`src/rtl/mips_pkg.sv`:
```
// rtl/mips_pkg.sv - shared syscall codes and syscall FSM state type
package mips_pkg;

  localparam logic [31:0] SYS_PRINT_INT  = 32'd1;
  localparam logic [31:0] SYS_PRINT_STR  = 32'd4;
  localparam logic [31:0] SYS_EXIT       = 32'd10;
  localparam logic [31:0] SYS_PRINT_CHAR = 32'd11;
  localparam logic [31:0] SYS_EXIT2      = 32'd17;

  typedef enum logic [2:0] {
    ST_IDLE,
    ST_EMIT,
    ST_STR_REQ,
    ST_STR_EMIT,
    ST_HALTED
  } sys_state_e;

  function automatic logic sys_code_ok(input logic [31:0] code);
    return (code == SYS_PRINT_INT) || (code == SYS_PRINT_STR) || (code == SYS_EXIT) ||
           (code == SYS_PRINT_CHAR) || (code == SYS_EXIT2);
  endfunction

endpackage

```
`src/rtl/syscall_byte_sel.sv`:
```
// rtl/syscall_byte_sel.sv - big-endian byte extract, index 0 is the most significant byte
module syscall_byte_sel #(
  parameter int DATA_W = 32
) (
  input  logic [DATA_W-1:0] i_word,
  input  logic [1:0]        i_idx,
  output logic [7:0]        o_byte
);

  localparam int LAST = DATA_W / 8 - 1;

  assign o_byte = 8'(i_word >> (8 * (LAST - int'(i_idx))));

endmodule

```
`src/rtl/syscall_unit.sv`:
```
// rtl/syscall_unit.sv - stalling syscall engine with console stream and string fetch
// Optional SYSCALL_SIM_DISPLAY_EN adds simulation-only console echo and $finish on exit.
module syscall_unit
  import mips_pkg::*;
#(
  parameter int DATA_W      = 32,
  parameter int ADDR_W      = 32,
  parameter int MAX_STR_LEN = 256
) (
  input  logic              clk,
  input  logic              rst_n,
  input  logic              syscall_control,
  input  logic [DATA_W-1:0] v0,
  input  logic [DATA_W-1:0] a0,
  output logic              sysstall,
  output logic              done,
  output logic              err,
  output logic              mem_req,
  output logic [ADDR_W-1:0] mem_addr,
  input  logic              mem_ack,
  input  logic [DATA_W-1:0] mem_rdata,
  output logic              out_valid,
  input  logic              out_ready,
  output logic [DATA_W-1:0] out_data,
  output logic              out_is_int,
  output logic              halt,
  output logic [DATA_W-1:0] exit_code
);

  localparam int LEN_W = $clog2(MAX_STR_LEN + 1);

  sys_state_e        r_state, w_next;
  logic [ADDR_W-1:0] r_ptr;
  logic [LEN_W-1:0]  r_len;
  logic [DATA_W-1:0] r_word, r_arg, r_exit_code;
  logic              r_is_int, r_done, r_err;
  logic [7:0]        w_byte;
  logic              w_str_end;

  syscall_byte_sel #(.DATA_W(DATA_W)) u_byte_sel (
    .i_word (r_word),
    .i_idx  (r_ptr[1:0]),
    .o_byte (w_byte)
  );

  assign w_str_end = (w_byte == 8'h00) || (r_len == LEN_W'(MAX_STR_LEN));
  assign mem_addr  = {r_ptr[ADDR_W-1:2], 2'b00};
  assign done      = r_done;
  assign err       = r_err;
  assign exit_code = r_exit_code;

  always_ff @(posedge clk or negedge rst_n) begin
    if (!rst_n) r_state <= ST_IDLE;
    else        r_state <= w_next;
  end

  always_comb begin
    w_next     = r_state;
    sysstall   = (r_state != ST_IDLE);
    mem_req    = 1'b0;
    out_valid  = 1'b0;
    out_data   = r_arg;
    out_is_int = 1'b0;
    halt       = 1'b0;
    case (r_state)
      ST_IDLE: begin
        if (syscall_control) begin
          sysstall = sys_code_ok(v0);
          case (v0)
            SYS_PRINT_INT, SYS_PRINT_CHAR: w_next = ST_EMIT;
            SYS_PRINT_STR:                 w_next = ST_STR_REQ;
            SYS_EXIT, SYS_EXIT2:           w_next = ST_HALTED;
            default:                       w_next = ST_IDLE;
          endcase
        end
      end
      ST_EMIT: begin
        out_valid  = 1'b1;
        out_is_int = r_is_int;
        if (out_ready) w_next = ST_IDLE;
      end
      ST_STR_REQ: begin
        mem_req = 1'b1;
        if (mem_ack) w_next = ST_STR_EMIT;
      end
      ST_STR_EMIT: begin
        out_data = {{(DATA_W-8){1'b0}}, w_byte};
        if (w_str_end) begin
          w_next = ST_IDLE;
        end else begin
          out_valid = 1'b1;
          // Last byte of the word accepted: the next byte lives in a fresh word.
          if (out_ready && (r_ptr[1:0] == 2'b11)) w_next = ST_STR_REQ;
        end
      end
      ST_HALTED: halt = 1'b1;
      default:   w_next = ST_IDLE;
    endcase
  end

  always_ff @(posedge clk or negedge rst_n) begin
    if (!rst_n) begin
      r_ptr       <= '0;
      r_len       <= '0;
      r_word      <= '0;
      r_arg       <= '0;
      r_exit_code <= '0;
      r_is_int    <= 1'b0;
      r_done      <= 1'b0;
      r_err       <= 1'b0;
    end else begin
      r_done <= 1'b0;
      r_err  <= 1'b0;
      case (r_state)
        ST_IDLE: begin
          if (syscall_control) begin
            case (v0)
              SYS_PRINT_INT: begin
                r_arg    <= a0;
                r_is_int <= 1'b1;
              end
              SYS_PRINT_CHAR: begin
                r_arg    <= {{(DATA_W-8){1'b0}}, a0[7:0]};
                r_is_int <= 1'b0;
              end
              SYS_PRINT_STR: begin
                r_ptr <= ADDR_W'(a0);
                r_len <= '0;
              end
              SYS_EXIT:  r_exit_code <= '0;
              SYS_EXIT2: r_exit_code <= a0;
              default: begin
                r_done <= 1'b1;
                r_err  <= 1'b1;
              end
            endcase
          end
        end
        ST_EMIT: if (out_ready) r_done <= 1'b1;
        ST_STR_REQ: if (mem_ack) r_word <= mem_rdata;
        ST_STR_EMIT: begin
          if (w_str_end) begin
            r_done <= 1'b1;
          end else if (out_ready) begin
            r_ptr <= r_ptr + ADDR_W'(1);
            r_len <= r_len + LEN_W'(1);
          end
        end
        default: ;
      endcase
    end
  end

`ifdef SYSCALL_SIM_DISPLAY_EN
  string r_sim_str;
  logic  r_sim_halted;

  always @(posedge clk or negedge rst_n) begin
    if (!rst_n) begin
      r_sim_str    = "";
      r_sim_halted = 1'b0;
    end else begin
      if (r_state == ST_EMIT && out_ready && r_is_int)
        $display("%0d", $signed(r_arg));
      if (r_state == ST_STR_EMIT && !w_str_end && out_ready)
        r_sim_str = $sformatf("%s%c", r_sim_str, w_byte);
      if (r_state == ST_STR_EMIT && w_str_end) begin
        $display("%s", r_sim_str);
        r_sim_str = "";
      end
      if (r_state == ST_HALTED) begin
        if (r_sim_halted) $finish;
        else $display("program exited with code %0d", r_exit_code);
        r_sim_halted = 1'b1;
      end
    end
  end
`endif

endmodule
```
`config.mk`:
```
export PLATFORM = sky130hd
export DESIGN_NAME = syscall_unit
export DESIGN_NICKNAME = d
export VERILOG_FILES = /design/src/rtl/mips_pkg.sv /design/src/rtl/syscall_byte_sel.sv /design/src/rtl/syscall_unit.sv
export SDC_FILE = /design/constraint.sdc
export NUM_CORES = 1
export LEC_CHECK = 0
export BUFFER_PORTS_ARGS = -buffer_cell sky130_fd_sc_hd__buf_2
export CAP_MARGIN = 20
export CORE_AREA = 2 2 126 128
export CTS_CLUSTER_DIAMETER = 120
export DETAILED_ROUTE_END_ITERATION = 8
export DIE_AREA = 0 0 128 130
export HOLD_SLACK_MARGIN = 0.02
export PLACE_DENSITY = 0.75
export SKIP_LAST_GASP = 1
export SYNTH_ARGS = -nofsm -noshare
export SYNTH_HDL_FRONTEND = slang
export SYNTH_SLANG_ARGS = --single-unit
```
`constraint.sdc`:
```
create_clock -name clk -period 3.2 [get_ports clk]
set_input_delay 0 -clock clk [delete_from_list [all_inputs] [get_ports clk]]
set_output_delay 0 -clock clk [all_outputs]
set_load 0.1 [all_outputs]
```
==> key figures, run 1 <==
Run status
  – Status: complete, no violations

Route
  – Via density: 5.83
  – DRC errors left: 0
  – Routed WL: 21,400 um
  – WL/cell: ~19 um
  – Initial DRT Pass Iterations: 5
  – Vias: 6,599
  – ANT nets after route: 0
  – Initial DRC Count: 600

Finish
  – Layout cell share with drive strength beyond 1: 0.349
  – # fillers: 1,261
  – N_diodes: 0
  – Total Nets Final: 1,031
  – Area growth, synth to finish: 30.8%

Clock tree
  – Root buffer cell: clkbuf_16
  – Num CTS Buffers: 17
  – Worst-path clk slew: about 60 ps
  – CTS sink cnt: 143
  – Clk_lat worst skew: 430 ps
  – Clock tree buffer depth: 2
  – H-Tree Level Count: 4
  – CTS tree: yes

Synth
  – Proportion of synthesized area in mux cells: 0.0934
  – Synth top area share: 0.480
  – Cell accounting for the most synthesized area: dfrtp_1
  – Mean Syn Cell Area: 10.7 um2
  – Synth Instances: ~700
  – Synth Area in Compound Gates: 0.187
  – Main synth FF type: dfrtp_1
  – Most numerous cell in the Yosys netlist: dfrtp_1
  – Post-Syn Area: 0.00746 mm2
  – Adder-cell share of the synthesized area: 0.00503
  – Xor and xnor fraction of the mapped netlist area: 0.00235
  – Most frequent cells after synthesis: 143 x dfrtp_1, 61 x nand2_1, 58 x a22o_1, 45 x mux2_2, 36 x buf_4
  – Simple-gate share of the synthesized area: 0.163
  – Largest family of logic cells by synthesized area: compound AO/OA/AOI/OAI gates
  – Ys async rst share: 1.00
  – Synth top area cells: dfrtp_1 48%, a22o_1 6.8%, mux2_2 6.8%
  – Synth Warn #: 0
  – EDFF count, synth: 0
  – Library cells used by synthesis: 71
  – #FFs+latches synth: about 140
  – Sequential element share of the synthesized area: 0.480

Pwr
  – Internal power: 3.20 mW
  – Sw Pwr: 988 uW
  – P_leak: between 4 and 5 nW
  – Seq pwr share: 0.433
  – Sw Ratio: 0.236
  – PD cells: 429 mW/mm2
  – Combinational Power Share: 0.069
  – Clock power share: 0.498
  – VDD IR-drop max: ~360 uV

Run
  – Number of max-cap violations: 0

Floorplan
  – Die ar.: roughly 0.017 mm2
  – Row count: 46
  – Io pins: 204
  – Die height: between 100 and 150 um
  – Chip width: 128 um
  – Core area: roughly 0.015 mm2
  – Initial Util: 0.484

Hold path
  – Hold Path Cell Cnt: 4
  – Hold WC Path Type: in2reg

STA
  – RSZ-0062 raised after global routing: false
  – Fin Hold WS: 82.7 ps
  – Final slew viol count: 0
  – Worst-margin pin slew: 868 ps
  – Final setup vio count: 0
  – Final Hold Violating Endpoints: 0
  – Sum Neg Setup Slack: 0 ps
  – Max transition margin: 0.421
  – Final Cycle Share: 0.892
  – Tmin final: about 2900 ps
  – Fmax: 0.350 GHz
  – Clock Skew: 6.58 ps

Critical path
  – Register-to-Register Path Depth: 5
  – Critical Path Start Type: flop
  – Critical Path Max Stage Delay: 620 ps
  – Slowest cell on crit path: dfrtp_2
  – WP data arrival: ~2900 ps
  – CP endpoint kind: primary output
  – CP Data Required Time: 3200 ps
  – Crit-path max FO: 14
  – Setup CP Type: reg2out
  – Critical-path cell list: mux4_2, nor4_2, a21oi_1, nor2b_1, nor2_1, buf_2

GRT
  – Largest net degree at the start of global routing: 92
  – Overflow after GRT: 0
  – Total GRT Usage: 0.264
  – Initial antenna violation count: 0
  – Vias in the first global route: 6,530
  – First-pass GRT wire length: 34,400 um

Placed design
  – Hpwl dp: 14,100 um
  – I/O Buffers: 201
  – Final GP Congestion: 0.850
==> critical path: cells and delay by family (launching register included) <==
kind	cells	cell delay [ps]
flops	1	620
mux	1	590
simple gates	3	700
buf+inv	1	280
compound gates	1	240
==> logic make-up after synthesis <==
kind of cell | count (synthesis)
AND/OR/NAND/NOR | 221
AO/OA/AOI/OAI | 183
flip-flops | 143
buffers and inverters | 89
multiplexers | 54
adder cells (fa/ha/maj) | 3
XOR/XNOR | 2
other | 1
==> placed cells by master, fill, tap and decap left out, types with 14 or more instances in the layout <==
| master | Yosys | final |
|---|---|---|
| mux2_2 | 45 | 45 |
| nand2_1 | 61 | 61 |
| nand3_1 | 22 | 22 |
| and2_1 | 32 | 32 |
| nor2_1 | 34 | 34 |
| buf_2 | 6 | 200 |
| and3_1 | 14 | 14 |
| dlygate4sd3_1 | 0 | 67 |
| a22o_1 | 58 | 58 |
| buf_4 | 36 | 20 |
| nor3_1 | 17 | 17 |
| a21oi_1 | 31 | 31 |
| o21ai_0 | 16 | 16 |
| dfrtp_1 | 143 | 142 |
| clkbuf_16 | 0 | 17 |
==> power by group through the flow <==
stage	combinational, mW	clock, mW	sequential (mW)
after floorplan	0.0697	0	1.86
after global placement	0.223	0	1.85
after detailed placement	0.223	0	1.85
after CTS	0.286	2.12	1.81
after global routing	0.313	2.20	1.81
final	0.288	2.08	1.81
==> metrics by stage <==
| step | cells | utilization | power [mW] | cell area, um2 | setup WS (ps) |
|---|---|---|---|---|---|
| 6_report | 1132 | 0.632 | 4.19 | 9760 | 344 |
| 3_5_place_dp | 1033 | 0.549 | 2.07 | 8460 | 200 |
| 2_1_floorplan | 697 | - | 1.93 | 7460 | 173 |
| 3_3_place_gp | 1033 | 0.549 | 2.07 | 8460 | 259 |
| 5_1_grt | 1132 | 0.632 | 4.33 | 9760 | 216 |
| 4_1_cts | 1132 | 0.632 | 4.22 | 9750 | 101 |
==> worst paths after layout <==
check | slack, ps | to | startpoint
hold reg to reg | 500 | r_arg[22]$_DFFE_PN0P_ | r_arg[22]$_DFFE_PN0P_
hold / removal | 80 | err$_DFF_PN0_ | v0[2]
max in group asynchronous | 2170 | r_ptr[0]$_DFFE_PN0P_ | rst_n
min in group asynchronous | 200 | exit_code[25]$_DFFE_PN0P_ | rst_n
setup / recovery | 340 | out_valid | r_ptr[0]$_DFFE_PN0P_
setup reg to reg | 410 | r_ptr[27]$_DFFE_PN0P_ | r_ptr[0]$_DFFE_PN0P_
==> metal layers <==
| layer | vias to the layer above | track usage | wire length (um) |
|---|---|---|---|
| met1 | 3278 | 0.338 | 9150 |
| met5 | - | 0 | 0 |
| met4 | 0 | 0.0789 | 357 |
| li1 | 3036 | - | - |
| met3 | 31 | 0.0640 | 1290 |
| met2 | 254 | 0.448 | 10700 |
==> registers in the layout, indices dropped and copies added (netlist names) <==
name / flops
r_ptr: 32
r_state: 3
r_word: 32
exit_code: 32
done: 1
err: 1
r_is_int: 1
r_arg: 32
r_len: 9
==> area by class of cell <==
class	count	area (um2)	share of cell area
clock buffers	18	439	0.0450
clock inverters	14	183	0.0187
inverters	10	37.5	0.00385
multi-input cells	465	3400	0.349
flip-flops and latches	143	3580	0.367
well taps	192	240	0.0246
repair buffers	290	1870	0.192
==> repair_timing <==
item,4_1_cts,5_1_grt
hold endpoints to repair,209,0
resized for setup,0,1
buffers inserted,0,0
setup endpoints to repair,0,1
hold buffers,67,0
No activity file was read; power rests on OpenSTA's default activity.
==> run 2, diff against run 1 <==
- CORE_AREA: 2 2 126 128 -> 2 2 90 178
- DIE_AREA: 0 0 128 130 -> 0 0 92 180
- RECOVER_POWER: unset -> 25
==> run 2 against run 1 <==
- the flow now finishes with violations (max-capacitance violations, max-slew violations)
- sequential share of layout area is 0.31 points higher
- flip-flop and latch count stayed put
- clock skew is 4.5 ps higher
- fmax is 4.9% lower
- total power is 3.8% lower
- critical endpoint unchanged
==> key figures, run 2 (same netlist as run 1, synthesis figures left out) <==
Floorplan
  – Core area: 0.0152 mm2
  – Die ar.: 0.0166 mm2
  – Io pins: 204
  – Initial Util: 0.490
  – Row count: between 60 and 70
  – Die height: 180 um
  – Chip width: 92 um

Finish
  – Most frequent cells in the layout: 200 x buf_2, 143 x dfrtp_1, 66 x dlygate4sd3_1, 61 x nand2_1, 58 x a22o_1
  – Total Nets Final: 1,029
  – # fillers: 1,272
  – Most common cell after layout, fill and taps aside: buf_2
  – N_diodes: 0
  – Cell area after layout: 0.00967 mm2
  – Area growth, synth to finish: 29.6%
  – Register area: between 0.003 and 0.004 mm2
  – Area of the multi-input gates: 0.00340 mm2
  – Layout cell share with drive strength beyond 1: 0.345

Run
  – Number of max-cap violations: 1

Critical path
  – Setup CP Type: reg2out
  – Worst setup endpoint: out_valid
  – Critical-path cell list: mux4_2, nor4_2, a21oi_1, nor2b_1, nor2_1, buf_2
  – Critical Path Max Stage Delay: 690 ps
  – Setup crit start: r_ptr[0]$_DFFE_PN0P_
  – Crit-path max FO: 9
  – Register-to-register setup slack: between 300 and 400 ps
  – Critical Path Start Type: flop
  – WP data arrival: about 3000 ps
  – Register-to-Register Path Depth: 5
  – Slowest cell on crit path: dfrtp_1
  – Worst r2r src: r_ptr[0]$_DFFE_PN0P_
  – RR Endpoint: r_ptr[4]$_DFFE_PN0P_
  – CP endpoint kind: primary output
  – CP Data Required Time: 3200 ps

STA
  – Final Hold Violating Endpoints: 0
  – Clock Skew: 11.1 ps
  – Tmin final: 3000 ps
  – Worst-margin pin slew: between 2000 and 2500 ps
  – RSZ-0062 raised after global routing: false
  – Post-route setup slack: between 150 and 200 ps
  – Final Cycle Share: 0.939
  – Max transition margin: -0.610
  – Sum Neg Setup Slack: 0 ps
  – Final setup vio count: 0
  – Fmax: 0.333 GHz
  – Final slew viol count: 95

Pwr
  – PD cells: 417 mW/mm2
  – Clock power share: 0.478
  – Combinational Power Share: 0.071
  – P_leak: just under 5 nW
  – Seq pwr share: 0.450
  – Sw Pwr: 977 uW
  – Sw Ratio: 0.242
  – Internal power: around 3.1 mW
  – VDD IR-drop max: 373 uV

Placed design
  – Placed Area: 0.00845 mm2
  – Place WS: 324 ps
  – I/O Buffers: 201
  – Hpwl dp: 14,900 um
  – Final GP Congestion: 0.872

Route
  – Initial DRT Pass Iterations: 6
  – ANT nets after route: 0
  – Via density: around 5.9
  – Vias: 6,646
  – DRC errors left: 0
  – WL/cell: around 20 um
  – Initial DRC Count: 497
  – Routed WL: 22,700 um

Clock tree
  – CTS sink cnt: 143
  – Clk_lat worst skew: about 420 ps
  – CTS tree: yes
  – Root buffer cell: clkbuf_16
  – # Post-CTS Setup Buffers: 0
  – Num CTS Buffers: 17
  – H-Tree Level Count: 4
  – CTS resizes: 0
  – Clock tree buffer depth: 2
  – Worst-path clk slew: 60 ps

GRT
  – Vias in the first global route: 6,887
  – Initial antenna violation count: 0
  – Overflow after GRT: 0
  – Total GRT Usage: 0.278
  – Largest net degree at the start of global routing: between 90 and 100
  – First-pass GRT wire length: 36,100 um

Hold path
  – Hold WC Path Type: in2reg
  – Hold_sp: syscall_control

Run status
  – Status: complete, but fails checks
  – Violated checks: max-capacitance violations, max-slew violations
## run 2: cell types whose count changed in the layout (fill, tap and decap cells not counted), sizes merged
cell,before,now
clkbuf,18,22
dlygate4sd3,67,66
inv,14,13
bufinv,3,1
buf,223,221
## run 2: per-stage QoR
stage	instances	total power, mW	utilization	hold slack, ps
after global placement	1038	2.07	0.555	156
final	1136	4.03	0.636	38.2
after CTS	1136	4.05	0.636	23.6
after detailed placement	1038	2.07	0.555	162
after floorplan	697	1.93	-	-296
after global routing	1136	4.15	0.636	57.0
## run 2: timing repair
action | 4_1_cts | 5_1_grt
hold endpoints to repair | 209 | 0
setup endpoints to repair | 0 | 0
hold buffers | 66 | 0
## run 2: worst max-delay path, delay by kind of cell (launching register included)
kind	cells	cell delay (ps)
AOI/OAI and AO/OA	1	270
DFF	1	690
and+or+nand+nor	3	720
muxes	1	610
buffers and inverters	1	280
## run 2: routing by layer
metal	GRT usage	vias up	part of all wire
li1	-	3020	-
met1	0.309	3318	0.36
met2	0.509	256	0.56
met3	0.0557	52	0.051
met4	0.113	0	0.031
met5	0	-	0
## run 2: power by group through the flow
stage               clock network (mW)  registers (mW)  logic [mW]
global placement                     0            1.85       0.223
CTS                               1.95            1.81       0.286
detailed placement                   0            1.85       0.224
global route                      2.02            1.81       0.311
finish                            1.93            1.81       0.288
floorplan                            0            1.86      0.0697
## run 2: final cells by class
cell class / instances / share of cell area
clock buffer: 21 / 0.0476
clock inverter: 11 / 0.0110
inverter: 10 / 0.00388
multi-input combinational: 465 / 0.352
sequential: 143 / 0.370
tap: 198 / 0.0256
timing repair buffer: 288 / 0.190
## run 2: worst min path at each step
stage                                to  slack (ps)  cells after the start
2_1_floorplan            done$_DFF_PN0_        -300                      0
3_3_place_gp   exit_code[3]$_DFFE_PN0P_         160                      1
3_5_place_dp   exit_code[3]$_DFFE_PN0P_         160                      1
4_1_cts          r_state[0]$_DFFE_PN0P_          20                      5
5_1_grt          r_state[0]$_DFFE_PN0P_          60                      5
6_report         r_state[0]$_DFFE_PN0P_          40                      5
